File: config.mk
export PLATFORM = sky130hd
export DESIGN_NAME = d_flip_flop_pipe_flat
export DESIGN_NICKNAME = d
export VERILOG_FILES = /design/src/rtl/d_flip_flop_pipe_if.sv /design/src/rtl/d_flip_flop_pipe.sv /design/src/flat_wrapper.sv
export SDC_FILE = /design/constraint.sdc
export NUM_CORES = 1
export LEC_CHECK = 0
export CAP_MARGIN = 15
export CORE_AREA = 2 2 39 41
export DETAILED_ROUTE_END_ITERATION = 8
export DIE_AREA = 0 0 41 43
export RECOVER_POWER = 100
export SLEW_MARGIN = 20
export SYNTH_ARGS = -nofsm -noshare
export SYNTH_HDL_FRONTEND = slang
export SYNTH_SLANG_ARGS = --single-unit
export TNS_END_PERCENT = 50
File: constraint.sdc
create_clock -name clk -period 2.2 [get_ports clk]
set_input_delay 0.44 -clock clk [delete_from_list [all_inputs] [get_ports clk]]
set_output_delay 0.44 -clock clk [all_outputs]
set_load 0.01 [all_outputs]
File: src/rtl/d_flip_flop_pipe_if.sv
`default_nettype none
// ============================================================================
//  Module      : d_flip_flop_pipe_if
//  Description : Bundle of the data, control and status signals of the
//                d_flip_flop_pipe delay line. The master side drives data and
//                control. The slave side (the pipeline) returns the stage
//                contents and the fill status.
//  Revision    : 1.0 - initial release
// ============================================================================
interface d_flip_flop_pipe_if #(
    parameter int WIDTH = 1,
    parameter int DEPTH = 2
);
    localparam int CW = $clog2(DEPTH + 1);

    logic                     srst;   // synchronous reset, active-high
    logic                     ena;    // shift enable
    logic [WIDTH-1:0]         d;      // data into stage 0
    logic [WIDTH-1:0]         q;      // last stage
    logic [WIDTH*DEPTH-1:0]   taps;   // all stages, stage 0 in the low bits
    logic [CW-1:0]            fill;   // stages written since reset
    logic                     full;   // fill == DEPTH

    modport master (
        output srst, ena, d,
        input  q, taps, fill, full
    );

    modport slave (
        input  srst, ena, d,
        output q, taps, fill, full
    );
endinterface
`default_nettype wire

File: src/rtl/d_flip_flop_pipe.sv
`default_nettype none
// ============================================================================
//  Module      : d_flip_flop_pipe
//  Description : DEPTH-stage, WIDTH-bit enabled delay line with asynchronous
//                (active-low) and synchronous (active-high) reset. The reset
//                value is configurable. A saturating fill counter and a full
//                flag report how many stages hold data written since the
//                last reset.
//  Revision    : 1.0 - initial release
// ============================================================================
module d_flip_flop_pipe #(
    parameter int               WIDTH   = 1,
    parameter int               DEPTH   = 2,
    parameter logic [WIDTH-1:0] RST_VAL = '0
) (
    input  wire logic            clk,
    input  wire logic            arst,
    d_flip_flop_pipe_if.slave    pipe
);

    localparam int CW = $clog2(DEPTH + 1);
    localparam logic [CW-1:0] FILL_MAX = CW'(DEPTH);

    // Reject unsupported depths at elaboration time.
    if (DEPTH < 1 || DEPTH > 64) begin : g_depth_check
        $error("d_flip_flop_pipe: DEPTH must be in 1..64");
    end

    logic [WIDTH*DEPTH-1:0] stages_q;
    logic [WIDTH*DEPTH-1:0] stages_d;
    logic [WIDTH*DEPTH-1:0] stages_shift;
    logic [CW-1:0]          fill_q;
    logic [CW-1:0]          fill_d;

    // Shifted image of the bank: new data enters at stage 0 and the oldest
    // stage drops off the top.
    if (DEPTH == 1) begin : g_shift_single
        assign stages_shift = pipe.d;
    end else begin : g_shift_chain
        assign stages_shift = {stages_q[WIDTH*(DEPTH-1)-1:0], pipe.d};
    end

    // Next state: synchronous reset beats enable, and enable beats hold.
    always_comb begin
        stages_d = stages_q;
        fill_d   = fill_q;
        if (pipe.srst) begin
            stages_d = {DEPTH{RST_VAL}};
            fill_d   = '0;
        end else if (pipe.ena) begin
            stages_d = stages_shift;
            fill_d   = (fill_q == FILL_MAX) ? fill_q : fill_q + CW'(1);
        end
    end

    // State registers. The asynchronous reset dominates everything.
    always_ff @(posedge clk or negedge arst) begin
        if (!arst) begin
            stages_q <= {DEPTH{RST_VAL}};
            fill_q   <= '0;
        end else begin
            stages_q <= stages_d;
            fill_q   <= fill_d;
        end
    end

    // All outputs come straight from registers. full is a pure decode of
    // fill_q, so it rises on the same edge that fill reaches DEPTH.
    assign pipe.taps = stages_q;
    assign pipe.q    = stages_q[(DEPTH-1)*WIDTH +: WIDTH];
    assign pipe.fill = fill_q;
    assign pipe.full = (fill_q == FILL_MAX);

endmodule
`default_nettype wire
File: src/flat_wrapper.sv
// flat-port wrapper written by rule: the top's interface ports become plain ports
module d_flip_flop_pipe_flat 
#(
    parameter int               WIDTH   = 1,
    parameter int               DEPTH   = 2,
    parameter logic [WIDTH-1:0] RST_VAL = '0
)
  (clk, arst, pipe_srst, pipe_ena, pipe_d, pipe_q, pipe_taps, pipe_fill, pipe_full);
  d_flip_flop_pipe_if #(.WIDTH(WIDTH), .DEPTH(DEPTH)) pipe_i ();
  input  wire logic clk;
  input  wire logic arst;
  input wire logic [$bits(pipe_i.srst)-1:0] pipe_srst;
  input wire logic [$bits(pipe_i.ena)-1:0] pipe_ena;
  input wire logic [$bits(pipe_i.d)-1:0] pipe_d;
  output wire logic [$bits(pipe_i.q)-1:0] pipe_q;
  output wire logic [$bits(pipe_i.taps)-1:0] pipe_taps;
  output wire logic [$bits(pipe_i.fill)-1:0] pipe_fill;
  output wire logic [$bits(pipe_i.full)-1:0] pipe_full;
  assign pipe_i.srst = pipe_srst;
  assign pipe_i.ena = pipe_ena;
  assign pipe_i.d = pipe_d;
  assign pipe_q = pipe_i.q;
  assign pipe_taps = pipe_i.taps;
  assign pipe_fill = pipe_i.fill;
  assign pipe_full = pipe_i.full;
  d_flip_flop_pipe #(.WIDTH(WIDTH), .DEPTH(DEPTH), .RST_VAL(RST_VAL)) u_core (.clk(clk), .arst(arst), .pipe(pipe_i));
endmodule
Word level (Yosys, flattened, before mapping). Cells that the tools add are included. W data, S select, Z words.

Add/sub/neg operators: 1. Muxes and demuxes: 5. Reduce and logical (&&, ||, !) cells: 2. Equality and inequality tests: 2.

Operator list (number): $mux W2 (5); $add A2 B1 Y2 const B (1); $eq A2 B2 Y1 const B (1); $ne A2 B2 Y1 const B (1); $reduce_and A2 Y1 (1); $reduce_bool A2 Y1 (1).

Bits of input ports: 5. Word-level logic and storage cells: 12. Output and inout port bits: 6. Register bits: 4.

Longest topological paths before layout.
Word-level depth: 4. Gate-level depth with buffers: 4. Depth with buffers taken out: 4.

Worst setup path after synthesis. OpenSTA, ideal clock, no wires.

Kind: reg-to-reg. Start point: reg u_core.fill_q[0], in the netlist u_core.pipe.fill[0]. End point: reg u_core.fill_q[0], in the netlist u_core.pipe.fill[0]. Clock period less this slack: 1.359 ns. Setup time: 0.125 ns. Arrival time: 1.234 ns. Required time: 2.075 ns. Slack: 0.841 ns. Stages on the path, launching flop included: 5. Buffers on the path: 0. Path through: dfrtp_1 -> inv_1 -> ha_1 -> and2b_4 -> mux2_4.

Elaborated cells between the ends (all ways): 7. Classes of those cells: 1 x add/sub; 2 x eq/ne; 3 x mux; 1 x reduce/logical.

RTL lines: start: declaration (RTL line d_flip_flop_pipe.sv:32) `logic [CW-1:0] fill_q;`; start signal: assignment (RTL line d_flip_flop_pipe.sv:63) `fill_q <= fill_d;`; $eq A2 B2 Y1; named net pipe_full (RTL line flat_wrapper.sv:18) `output wire logic [$bits(pipe_i.full)-1:0] pipe_full;`; $ne A2 B2 Y1 (no line); $reduce_and A2 Y1 (no line).

The timed path passes the listed nets, and every way through them passes these cells. The select of a mux whose other input is x is not followed. A chain may end at the register's enable or synchronous reset.

Worst setup path after layout.
Start point: reg u_core.fill_q[0], in the netlist u_core.pipe.fill[0]. End point: out pipe_full.

Word-level cells in the longest chain between the ends: 1.

Ends and longest elaborated chain: $eq A2 B2 Y1 (RTL line d_flip_flop_pipe.sv:72) `assign pipe.full = (fill_q == FILL_MAX);`; end: declaration (RTL line flat_wrapper.sv:18).

No other way between the ends.

==> summary.md <==
| Metric | Value |
|---|---|
| Final setup viols | 0 |
| R2r setup slk | 880 ps |
| Mapped Area | 211 sq um |
| CP startpoint kind | flip-flop |
| Main combinational cell family by area after synthesis | multiplexers |
| Port bufs | 10 |
| Root Driver | clkbuf_4 |
| Yosys warnings | 0 |
| Final setup skew | 3.49 ps |
| DRC | 0 |
| FP Rows | 14 |
| Max clock buf depth | 2 |
| Multi-input gate area | 92.6 sq um |
| Relative slew slack | 85.9% |
| TritonCTS clock tree | yes |
| Commonest cells after routing, fill and taps aside | dlygate4sd3_1, nor2_1, dfrtp_1 |
| Cts hold-fix bufs | 0 |
| First drt pass iteration count | 1 |
| Syn Inst Count | 18 |
| XOR/XNOR Fraction of Synth Area | 0% |
| Die footprint | 1760 sq um |
| WP data arrival | 1450 ps |
| Top-area cell type share of the netlist area | 47.3% |
| Post-CTS sizing | 0 |
| Util after Layout | 24.5% |
| TritonCTS buffer count | 3 |
| Synthesized-area fraction occupied by adder cells | 5.92% |
| Vias | 169 |
| Crit Path Category | reg2out |
| Global-route wire length before repair | 655 microns |
| Grt total ovfl | 0 |
| CP required | 1760 ps |
| DR WL/cell | 9.50 microns |
| Synth top area cells | dfrtp_1, mux2_4, mux2i_1, nor2_1, ha_1 |
| Fraction of synthesized area in multiplexers | 23.7% |
| Area leader, netlist | dfrtp_1 |
| Final Hold Fails | 0 |
| Crit. End Element | output pin |
| Diodes inserted | 0 |
| Synth Register Bits | 4 |
| Share of layout cells above drive strength 1 | 13.3% |
| Setup bufs post-CTS | 0 |
| Simple-gate share of the synthesized area | 17.8% |
| Via-to-Cell Ratio | 3.67 |
| Leading cell type in the layout, fill and taps excluded | dlygate4sd3_1 |
| Synth unique cells | 9 |
| Routability Congestion | 0.717 |
| H-Tree Depth | 1 |
| Crit Path Max Fanout | 4 |
| Core area | 1380 sq um |
| Status | complete, no violations |
| Worst-Margin Slew | 211 ps |
| Iter 0 DRT Violations | 0 |
| # IOs | 11 |
| Fin cells | 46 |
| Initial antenna violation count | 0 |
| PwrDens | 652 nW/um^2 |
| Compound-gate portion of the synthesized area | 0% |
| Area Growth Syn to Fin | 60.4% |
| Worst-Skew Late Latency | 230 ps |
| Worst VDD drop | 331 uV |
| Minimum clock period | 1890 ps |
| Syn nets | 24 |
| TNS Setup | 0 ps |
| Avg Inst Size Synth | 11.7 sq um |
| Final #Nets | 38 |
| GRT Total Usage | 6.65% |
| Chip width | 41 microns |
| Post-synthesis sequential area ratio | 47.3% |
| Lkg Pwr | 0.172 nW |
| Clock sink total | 4 |
| RSZ-0062 raised after global routing | false |
| Final-layout fill cell count | 163 |
| Max cap viols | 0 |
| Starting Density | 15.3% |
| Vias in the first global route | 157 |
| Total wire length | 437 microns |
| Worst Hold Slack | 487 ps |
| Die Span Y | 43 microns |
| Highest clock rate | 0.529 GHz |
| Hold Crit Class | in2async |
| Clock transition at path regs | 40 ps |
| Final ANT Viol Nets | 0 |
| Register area | 100 sq um |
| Placed insts | 43 |
| Max-slew violations | 0 |
| Pin count of the biggest net entering global routing | 7 |
| Final worst-path cycle share | 86.0% |
-- flip-flops by register name (all words and copies together), names as in the netlist --
signal            cells
u_core.pipe.fill      2
u_core.pipe.taps      2
-- metrics by stage --
| stage | setup WS (ps) | instance area (sq um) | total power [mW] |
|---|---|---|---|
| 6_report | 309 | 339 | 0.221 |
| 5_1_grt | 226 | 339 | 0.238 |
| 4_1_cts | 360 | 347 | 0.236 |
| 3_5_place_dp | 616 | 324 | 0.141 |
| 3_3_place_gp | 609 | 324 | 0.141 |
| 2_1_floorplan | 841 | 211 | 0.112 |
-- cell usage after synthesis --
| library cell | number |
|---|---|
| inv_1 | 1 |
| mux2i_1 | 2 |
| ha_1 | 1 |
| nor2b_1 | 2 |
| mux2_4 | 2 |
| buf_4 | 1 |
| nor2_1 | 4 |
| and2b_4 | 1 |
| dfrtp_1 | 4 |
-- routing by layer --
layer  vias to the layer above  share of wire [%]  wire length [microns]  global-route usage [%]
li1                         83                  -                      -                       -
met1                        78                 44                    194                    7.47
met2                         8                 42                    184                    6.56
met3                         0                 14                     59                    9.95
met4                         0                  0                      0                    2.00
met5                         -                  0                      0                       0
-- logic make-up (layout without fill, tap and decap cells) --
| kind of cell | count (synthesis) | in the layout |
|---|---|---|
| flops | 4 | 4 |
| simple gates | 7 | 7 |
| mux | 4 | 4 |
| buf+inv | 2 | 14 |
| fa+ha+maj | 1 | 1 |
-- worst max-delay path, cell delays in order (launching register included) --
cell	delay (ps)
dfrtp_1	370
inv_1	50
ha_1	200
dlygate4sd3_1	600
-- worst paths after layout --
path / start / endpoint / cells past startpoint
max: u_core.pipe.fill[0] / pipe_full / 3
min: arst / u_core.pipe.fill[1] / 1
max reg2reg: u_core.pipe.fill[0] / u_core.pipe.fill[0] / 4
min reg2reg: u_core.pipe.taps[0] / u_core.pipe.taps[1] / 2
max in group asynchronous: arst / u_core.pipe.fill[0] / 1
min in group clk: u_core.pipe.taps[0] / u_core.pipe.taps[1] / 2
-- report_power, final --
group / leakage (nW) / total [mW] / internal [mW] / switching, mW
registers: 0.0535 / 0.0847 / 0.0799 / 0.00479
clock network: 0.0138 / 0.0905 / 0.0610 / 0.0295
logic: 0.104 / 0.0458 / 0.0276 / 0.0182
total: 0.172 / 0.221 / 0.169 / 0.0525
-- area by class of cell --
class                   count  share of cell area, %
clock buffers               3                   6.64
inverters                   1                   1.11
multi-input cells          12                   27.3
flip-flops and latches      4                   29.5
well taps                  16                   5.90
repair buffers             10                   29.5
Note: power is estimated with default switching activity, not from simulation.
